===== src/rtl/and_seq_pkg.sv =====
// Shared FSM encoding and sizing/slicing helpers for the sequenced AND chain.
package and_seq_pkg;

  typedef enum logic [1:0] {
    IDLE = 2'd0,
    STEP = 2'd1,
    DONE = 2'd2
  } state_t;

  // Step counter must hold 1..N_IN-1; never narrower than one bit.
  function automatic int step_w(input int n);
    int r;
    r = $clog2(n);
    return (r < 1) ? 1 : r;
  endfunction

  // LSB position of operand k inside the packed operand bus.
  function automatic int op_lsb(input int k, input int w);
    return k * w;
  endfunction

endpackage


===== src/rtl/and_seq_stage.sv =====
// Registered 2-input W-bit AND with synchronous clear (priority) and load enable.
module and_seq_stage #(
  parameter int W = 1
) (
  input  logic         clk,
  input  logic         rst_n,
  input  logic         clr_i,
  input  logic         en_i,
  input  logic [W-1:0] a_i,
  input  logic [W-1:0] b_i,
  output logic [W-1:0] q_o
);

  logic [W-1:0] q_q;

  always_ff @(posedge clk or negedge rst_n) begin
    if (!rst_n) begin
      q_q <= '0;
    end else if (clr_i) begin
      q_q <= '0;
    end else if (en_i) begin
      q_q <= a_i & b_i;
    end
  end

  assign q_o = q_q;

endmodule


===== src/rtl/and_chain_sequencer.sv =====
// N-input bitwise AND computed one operand per cycle through a shared 2-input stage.
// Optional build macro AND_SEQ_EARLY_EXIT_EN: finish as soon as a partial becomes all-zero.
module and_chain_sequencer
  import and_seq_pkg::*;
#(
  parameter int N_IN = 4,
  parameter int W    = 1
) (
  input  logic                  clk,
  input  logic                  rst_n,
  input  logic                  in_valid,
  output logic                  in_ready,
  input  logic [N_IN*W-1:0]     in_data,
  output logic                  out_valid,
  input  logic                  out_ready,
  output logic [W-1:0]          out_result,
  output logic [(N_IN-1)*W-1:0] out_partial,
  output logic                  busy
);

  localparam int SW = step_w(N_IN);

  state_t            state_q, state_d;
  logic [SW-1:0]     step_q, step_d;
  logic [N_IN*W-1:0] op_q;
  logic [W-1:0]      acc_q, acc_a, acc_b;
  logic [W-1:0]      op_sel, new_val;
  logic              accept, step_en, last_step, early_zero, finish;

  assign accept    = (state_q == IDLE) && in_valid;
  assign step_en   = (state_q == STEP);
  assign new_val   = acc_q & op_sel;
  assign last_step = (step_q == SW'(N_IN - 1));
  assign finish    = step_en && (last_step || early_zero);

`ifdef AND_SEQ_EARLY_EXIT_EN
  assign early_zero = (new_val == '0);
`else
  assign early_zero = 1'b0;
`endif

  always_ff @(posedge clk or negedge rst_n) begin
    if (!rst_n) begin
      state_q <= IDLE;
      step_q  <= '0;
      op_q    <= '0;
    end else begin
      state_q <= state_d;
      step_q  <= step_d;
      if (accept) begin
        op_q <= in_data;
      end
    end
  end

  always_comb begin
    state_d = state_q;
    step_d  = step_q;
    unique case (state_q)
      IDLE: begin
        if (in_valid) begin
          state_d = STEP;
          step_d  = SW'(1);
        end
      end
      STEP: begin
        if (finish) begin
          state_d = DONE;
        end else begin
          step_d = step_q + SW'(1);
        end
      end
      DONE: begin
        if (out_ready) begin
          state_d = IDLE;
        end
      end
      default: state_d = IDLE;
    endcase
  end

  always_comb begin
    in_ready  = (state_q == IDLE);
    out_valid = (state_q == DONE);
    busy      = (state_q != IDLE);
  end

  // Operand for the current step, selected from the captured vector.
  always_comb begin
    op_sel = '0;
    for (int k = 0; k < N_IN; k++) begin
      if (int'(step_q) == k) begin
        op_sel = op_q[op_lsb(k, W) +: W];
      end
    end
  end

  // Accumulator loads op0 on acceptance (ANDed with all-ones), then folds one operand per step.
  assign acc_a = accept ? in_data[W-1:0] : acc_q;
  assign acc_b = accept ? {W{1'b1}}      : op_sel;

  and_seq_stage #(.W(W)) u_acc (
    .clk   (clk),
    .rst_n (rst_n),
    .clr_i (1'b0),
    .en_i  (accept || step_en),
    .a_i   (acc_a),
    .b_i   (acc_b),
    .q_o   (acc_q)
  );

  for (genvar k = 0; k < N_IN - 1; k++) begin : g_part
    and_seq_stage #(.W(W)) u_part (
      .clk   (clk),
      .rst_n (rst_n),
      .clr_i (accept),
      .en_i  (step_en && (step_q == SW'(k + 1))),
      .a_i   (acc_q),
      .b_i   (op_sel),
      .q_o   (out_partial[k*W +: W])
    );
  end

  and_seq_stage #(.W(W)) u_result (
    .clk   (clk),
    .rst_n (rst_n),
    .clr_i (accept),
    .en_i  (finish),
    .a_i   (acc_q),
    .b_i   (op_sel),
    .q_o   (out_result)
  );

endmodule


===== config.mk =====
export PLATFORM = sky130hd
export DESIGN_NAME = and_chain_sequencer
export DESIGN_NICKNAME = d
export VERILOG_FILES = /design/src/rtl/and_seq_pkg.sv /design/src/rtl/and_seq_stage.sv /design/src/rtl/and_chain_sequencer.sv
export SDC_FILE = /design/constraint.sdc
export NUM_CORES = 1
export LEC_CHECK = 0
export CORE_UTILIZATION = 52
export DETAILED_ROUTE_END_ITERATION = 8
export PLACE_DENSITY = 0.93
export SETUP_SLACK_MARGIN = 0.1
export SKIP_CTS_REPAIR_TIMING = 1
export SLEW_MARGIN = 10
export SYNTH_ARGS = -nofsm -noshare
export SYNTH_HDL_FRONTEND = slang
export SYNTH_SLANG_ARGS = --single-unit

===== constraint.sdc =====
create_clock -name clk -period 3.5 [get_ports clk]
set_clock_uncertainty 0.2 [all_clocks]
set_input_delay 0.35 -clock clk [delete_from_list [all_inputs] [get_ports clk]]
set_output_delay 0.35 -clock clk [all_outputs]
set_load 0.02 [all_outputs]

Yosys cells after proc, flatten, opt, wreduce, memory -nomap -nowiden
Index checks and enable logic that the tools add are counted.
- register bits after elaboration: 12
- input bits: 8
- output and inout bits: 7
- word-level logic and storage cells: 54
- $add $sub $neg: 1
- equal/unequal tests: 12
- mux-type cells: 18
- bitwise operators: 2
- reductions and logical operators: 14
- operators with widths (operator ; number):
    $mux W1 ; 12
    $eq A2 B2 Y1 const B ; 5
    $reduce_bool A2 Y1 ; 5
    $mux W2 ; 4
    $eq A2 B1 Y1 const B ; 3
    $pmux W2 S3 ; 1
    $reduce_and A3 Y1 ; 2
    $logic_and A1 B1 Y1 ; 4
    $logic_not A2 Y1 ; 2
    $ne A2 B1 Y1 const B ; 2
    $ne A2 B2 Y1 const B ; 2
    $pmux W2 S2 ; 1
    $add A2 B1 Y2 const B ; 1
    $and A1 B1 Y1 ; 2
    $logic_or A1 B1 Y1 ; 1

Depth between registers and ports, before layout
Gate-level depths: netlist of run 1.
- depth in word-level cells: 8
- gate-level depth with buffers: 5
- mapped depth without buffers: 5

Cells and area by module
From an unflattened synthesis of run 1, not the netlist that was laid out.
- cell total of the unflattened synthesis: 67
- area, all modules: 737.0 µm²
- by module, submodules not included (module ; times used ; cells an instance ; area an instance (µm²) ; sequential area each (µm²)):
    and_chain_sequencer ; 1 ; 47 ; 511.7 ; 200.2
    and_seq_stage ; 5 ; 4 ; 45.0 ; 25.0

Worst setup path after synthesis of run 1
No wires, ideal clock.
- path type: flip-flop to flip-flop
- from: register state_q[0]
- to: register op_q[0]
- setup time: 125 ps
- arrival: 1293 ps
- data required time: 3175 ps
- setup slack: 1882 ps
- cell stages (with the launch flop): 4
- cells stage by stage: dfrtp_1 -> nor2_1 -> and2_4 -> mux2_2
- word-level cells in the longest chain between the ends: 2
- RTL lines (element ; RTL line ; text):
    from (decl) ; and_chain_sequencer.sv:23 ; state_t state_q, state_d;
    from (signal assigned) ; and_chain_sequencer.sv:48 ; state_q <= state_d;
    $logic_not A2 Y1 ; n/a ;
    named net in_ready ; and_chain_sequencer.sv:12 ; output logic in_ready,
    $logic_and A1 B1 Y1 ; and_chain_sequencer.sv:30 ; assign accept = (state_q == IDLE) && in_valid;
    to (signal assigned) ; and_chain_sequencer.sv:51 ; op_q <= in_data;
    to (decl) ; and_chain_sequencer.sv:25 ; logic [N_IN*W-1:0] op_q;
The timed path passes the listed nets, and every way through them passes these cells.
A chain may end at the register's enable or synchronous reset.

Worst setup path in the final report of run 1
- from: register state_q[1]
- to: output out_valid
- word-level cells in the longest chain between the ends: 1
- RTL lines (element ; RTL line ; text):
    $eq A2 B2 Y1 ; and_chain_sequencer.sv:84 ; out_valid = (state_q == DONE);
    to (decl) ; and_chain_sequencer.sv:14 ; output logic out_valid,
Every way passes these cells.

==> impl_metrics.csv, run 1 <==
group,metric,value,unit
run_status,status,"complete, no violations",
global_route,grt_pass1_vias,478,
critical_path,r2r_start,"step_q[0]",
drt,viasPerCell,5.56,
drt,vias,500,
finish,fin_nets,90,
clocking,cts_root_buf,"clkbuf_4",
clocking,clockBufferDepth,2,
timing,setup_viol,0,
drt,ant_nets,0,
place,port-buffer-count,14,
critical_path,r2r_slack,1.75,ns
place,place_congestion,0.763,
critical_path,critPathMaxFanout,11,
finish,most-common-layout-cells,"14 x clkdlybuf4s50_1, 12 x dfrtp_1, 5 x mux2_2, 5 x nand2_1",
finish,post_route_cells_drive_above_1_share,0.211,
synth,synth.avg_cell_area,11.1,µm²
drt,highest_layer,"met4",
clocking,clkTransAtPathRegs,0.07,ns
finish,layout_commonest_cell,"clkdlybuf4s50_1",
power,power_density,861,nW/µm²
timing,period_needed,2.20,ns
clocking,clk_latency,0.27,ns
finish,num_antenna_cells,0,
timing,slew_viol_final,0,
power,p_leak,0.000387,µW
drt,wl_met1,553,µm
finish,areaGrowthSynthToFinish,19.0,%
floorplanning,core_area,1190,µm²
floorplanning,io_pins,15,
critical_path,reg2regPathDepth,5,
synth,syn-num-nets,76,
critical_path,reg2reg_to,"u_acc.q_o",
finish,fillCellCount,82,
timing,fin_tns_setup,0,ns
global_route,grt_pass1_wl,2.04,mm
global_route,antenna_found_initial,0,
place,dp_hpwl,973,µm
clocking,numCtsBuffers,3,
critical_path,worstPathRequired,2.95,ns
synth,synthDistinctLibCells,25,
synth,synth_area,712,µm²
synth,syn-instance-count,64,
timing,timing.slew.headroom,0.658,
synth,synth-seq-cells,12,
power,p_total,730,µW
floorplanning,die_area,1520,µm²
critical_path,critPathLaunchType,"flip-flop",
synth,ys_seq_area_frac,0.422,
job,maxCapViolations,0,
synth,synth.area.top_cells,"dfrtp_1 42%, mux2_2 7.9%, ha_1 7.0%",
drt,wl_per_cell,13.6,µm
timing,hold_viol_final,0,
floorplanning,die_h,39,µm
drt,met3WireLength,46,µm
floorplanning,row_count,12,
critical_path,critical_path_class,"reg -> out",
floorplanning,initial_utilization,0.600,
critical_path,endpoint_kind,"output pin",
hold_path,hp-class,"in -> async",
floorplanning,die_w,39,µm
timing,rsz0062_at_grt,"no",
drt,wl_met2,606,µm
drt,drc,0,
timing,fmax,456,MHz
clocking,clock_sinks,12,
synth,yosysTopAreaCellShare,0.422,
global_route,grt_max_degree,13,
critical_path,worstPathArrival,1.65,ns
power,ir_worst_vdd,0.503,mV
synth,ys_warn_count,0,
global_route,grt.total_usage,0.211,
clocking,cts_tree,"yes",
clocking,cts-htree-levels,1,
drt,first_iter_violations,16,
timing,period_share,0.627,
timing,worst_pin_slew,0.511,ns
global_route,grt_overflow,0,
synth,yosysTopAreaCell,"dfrtp_1",
drt,drt_wl_total,1.23,mm
drt,first_pass_iters,4,
metal layers:
metal  GRT usage  up-vias
li1            -      243
met1       0.269      238
met4       0.103        0
met2       0.329       17
met3      0.0520        2
met5           0        -
final cells by class:
class / instances / area (µm²) / area share
inverter: 4 / 15.0 / 0.0177
multi-input combinational: 43 / 352 / 0.415
clock buffer: 3 / 22.5 / 0.0266
timing repair buffer: 14 / 140 / 0.165
tap: 14 / 17.5 / 0.0207
sequential: 12 / 300 / 0.355
how the worst max path moves through the flow:
stage / start / endpoint / cells past startpoint
2_1_floorplan: state_q[0] / op_q[0] / 3
3_3_place_gp: state_q[1] / out_valid / 2
3_5_place_dp: state_q[1] / out_valid / 2
4_1_cts: state_q[1] / out_valid / 2
5_1_grt: state_q[1] / out_valid / 2
6_report: state_q[1] / out_valid / 2
synth_stat cells:
library cell,instances
a211oi_2,1
a21o_1,2
a21oi_1,2
a21oi_2,2
a221o_1,1
a22o_1,3
a22o_2,1
and2_4,1
and2b_1,1
buf_4,3
buf_6,2
dfrtp_1,12
ha_1,4
inv_1,4
mux2_2,5
mux2i_1,1
nand2_1,5
nand2b_1,2
nand2b_4,1
nand3b_1,2
nand3b_2,1
nor2_1,4
nor2b_1,2
o21ba_2,1
o311ai_1,1
metrics by stage:
stage | cells | hold WS, ns | util | cell area [µm²] | setup WS (ns)
4_1_cts | 90 | 0.223 | 0.714 | 847 | 1.30
5_1_grt | 90 | 0.246 | 0.714 | 847 | 1.21
3_3_place_gp | 87 | 0.287 | 0.695 | 825 | 1.65
3_5_place_dp | 87 | 0.288 | 0.695 | 825 | 1.61
6_report | 90 | 0.215 | 0.714 | 847 | 1.30
2_1_floorplan | 64 | -0.146 | - | 712 | 1.88
power by group:
group | switching [µW] | total (µW) | internal (µW)
sequential | 65.5 | 264 | 198
clock | 44.0 | 83.9 | 39.9
combinational | 181 | 382 | 201
total | 291 | 730 | 439
registers in the layout, indices dropped and copies added (netlist names):
name               cells
op_q                   4
g_part.u_part.q_o      3
state_q                2
step_q                 2
u_acc.q_o              1
kinds of logic after synthesis:
| group | share of synthesized area |
|---|---|
| and+or+nand+nor | 0.162 |
| AOI/OAI and AO/OA | 0.169 |
| DFF | 0.422 |
| buffers and inverters | 0.0843 |
| muxes | 0.0931 |
| adders and majority gates | 0.0703 |
critical path: stages, from the launching register on:
cell	delay, ns
dfrtp_1	0.52
nor2b_1	0.23
clkdlybuf4s50_1	0.63
No activity file was read; power rests on OpenSTA's default activity.
==> run 2: changes to the inputs <==
--- a/config.mk
+++ b/config.mk
@@ -5,9 +5,9 @@
 export SDC_FILE = /design/constraint.sdc
 export NUM_CORES = 1
 export LEC_CHECK = 0
-export CORE_UTILIZATION = 52
+export CORE_UTILIZATION = 43
 export DETAILED_ROUTE_END_ITERATION = 8
-export PLACE_DENSITY = 0.93
+export PLACE_DENSITY = 0.84
 export SETUP_SLACK_MARGIN = 0.1
 export SKIP_CTS_REPAIR_TIMING = 1
 export SLEW_MARGIN = 10
==> constraint.sdc (replaced) <==
create_clock -name clk -period 1.79 [get_ports clk]
set_clock_uncertainty 0.2 [all_clocks]
set_input_delay 0.179 -clock clk [delete_from_list [all_inputs] [get_ports clk]]
set_output_delay 0.179 -clock clk [all_outputs]
set_load 0.02 [all_outputs]
==> impl_metrics.csv, run 2 (synthesis results as in run 1) <==
group,metric,value,unit
run_status,status,"complete, no violations",
place,dp_cells,91,
finish,design_area,912,µm²
clocking,clk_latency,0.27,ns
place,place_congestion,0.779,
global_route,grt.total_usage,0.168,
power,ir_worst_vdd,1.06,mV
critical_path,critPathLaunchType,"flip-flop",
floorplanning,core_area,1520,µm²
critical_path,critical_path_class,"reg -> out",
finish,areaGrowthSynthToFinish,28.1,%
finish,seqCellArea,300,µm²
place,place_ws,0.0956,ns
drt,first_iter_violations,7,
floorplanning,die_h,42.7,µm
finish,most-common-layout-cells,"12 x dfrtp_1, 10 x clkdlybuf4s50_1, 5 x mux2_2, 5 x nand2_1, 5 x buf_4",
finish,largest-register,"op_q",
timing,fin_tns_setup,0,ns
timing,hold_viol_final,0,
floorplanning,die_area,1820,µm²
global_route,grt_max_degree,13,
drt,ant_nets,0,
critical_path,cp.depth,1,
critical_path,cpPeakStageDelay,0.61,ns
drt,drc,0,
critical_path,crit_path_end,"out_result",
floorplanning,initial_utilization,0.467,
place,placedInstanceArea,842,µm²
hold_path,hp-class,"in -> async",
floorplanning,die_w,42.7,µm
drt,first_pass_iters,4,
timing,timing.slew.headroom,0.650,
drt,viasPerCell,5.45,
critical_path,crit_buf_inv,1,
global_route,grt_pass1_vias,518,
drt,vias,529,
clocking,cts_root_buf,"clkbuf_4",
finish,num_antenna_cells,0,
global_route,grt_overflow,0,
global_route,grt_pass1_wl,2.22,mm
critical_path,worstPathArrival,1.26,ns
timing,worst_slack,0.149,ns
timing,rsz0062_at_grt,"no",
critical_path,reg2regPathDepth,5,
timing,worst_pin_slew,0.523,ns
timing,fmax,609,MHz
clocking,clock_sinks,12,
job,maxCapViolations,0,
floorplanning,row_count,14,
critical_path,reg2reg_to,"g_part[1].u_part.q_o",
finish,layoutNonFillerInstCount,97,
place,dp_hpwl,985,µm
power,p_leak,0.000463,µW
critical_path,endpoint_kind,"output pin",
drt,drt_wl_total,1.35,mm
critical_path,r2r_start,"step_q[0]",
finish,fin_nets,95,
critical_path,worstPathRequired,1.41,ns
finish,multi_input_area,367,µm²
clocking,clkTransAtPathRegs,0.07,ns
clocking,cts-htree-levels,1,
timing,period_needed,1.64,ns
timing,hold_ws,0.0439,ns
critical_path,r2r_slack,0.15,ns
timing,period_share,0.917,
finish,largest_reg_flops,4,
timing,setup_viol,0,
power,power_density,1660,nW/µm²
finish,fillCellCount,137,
place,port-buffer-count,14,
clocking,numCtsBuffers,3,
floorplanning,io_pins,15,
global_route,antenna_found_initial,0,
finish,layout_commonest_cell,"dfrtp_1",
critical_path,crit_family,"buffers and inverters",
critical_path,crit_slowest_cell,"clkdlybuf4s50_1",
critical_path,critPathMaxFanout,3,
clocking,cts_tree,"yes",
critical_path,startpoint,"g_part[2].u_part.q_o",
timing,slew_viol_final,0,
clocking,clockBufferDepth,2,
finish,post_route_cells_drive_above_1_share,0.284,
critical_path,crit_chain,"clkdlybuf4s50_1",
drt,wl_per_cell,13.9,µm
-- run 2: metal layers --
layer,track usage,vias up,wire (µm)
li1,-,255,-
met4,0.0938,0,31
met3,0.0426,5,80
met5,0,-,0
met1,0.212,247,581
met2,0.261,22,655
-- run 2: through the flow --
step | util | power, µW
final | 0.599 | 1510
after global routing | 0.599 | 1630
after CTS | 0.567 | 1460
after detailed placement | 0.553 | 1290
after global placement | 0.553 | 1270
after floorplan | - | 1090
-- run 2: worst min-delay path by stage --
stage / startpoint / endpoint / slack, ns
floorplan: rst_n / g_part[0].u_part.q_o / -0.32
global placement: op_q[3] / op_q[3] / 0.29
detailed placement: g_part[1].u_part.q_o / g_part[1].u_part.q_o / 0.29
CTS: rst_n / op_q[3] / 0.07
global route: rst_n / op_q[0] / 0.09
finish: rst_n / step_q[1] / 0.04
-- run 2: layout make-up --
cell class              instances  area share
well taps                      16      0.0219
inverters                       4      0.0165
clock buffers                   3      0.0247
flip-flops and latches         12       0.329
repair buffers                 19       0.206
multi-input cells              43       0.402
-- run 2: power breakdown --
part | switching (µW) | internal, µW
Clock | 90.0 | 78.0
Sequential | 83.8 | 388
Combinational | 414 | 459
Total | 588 | 924
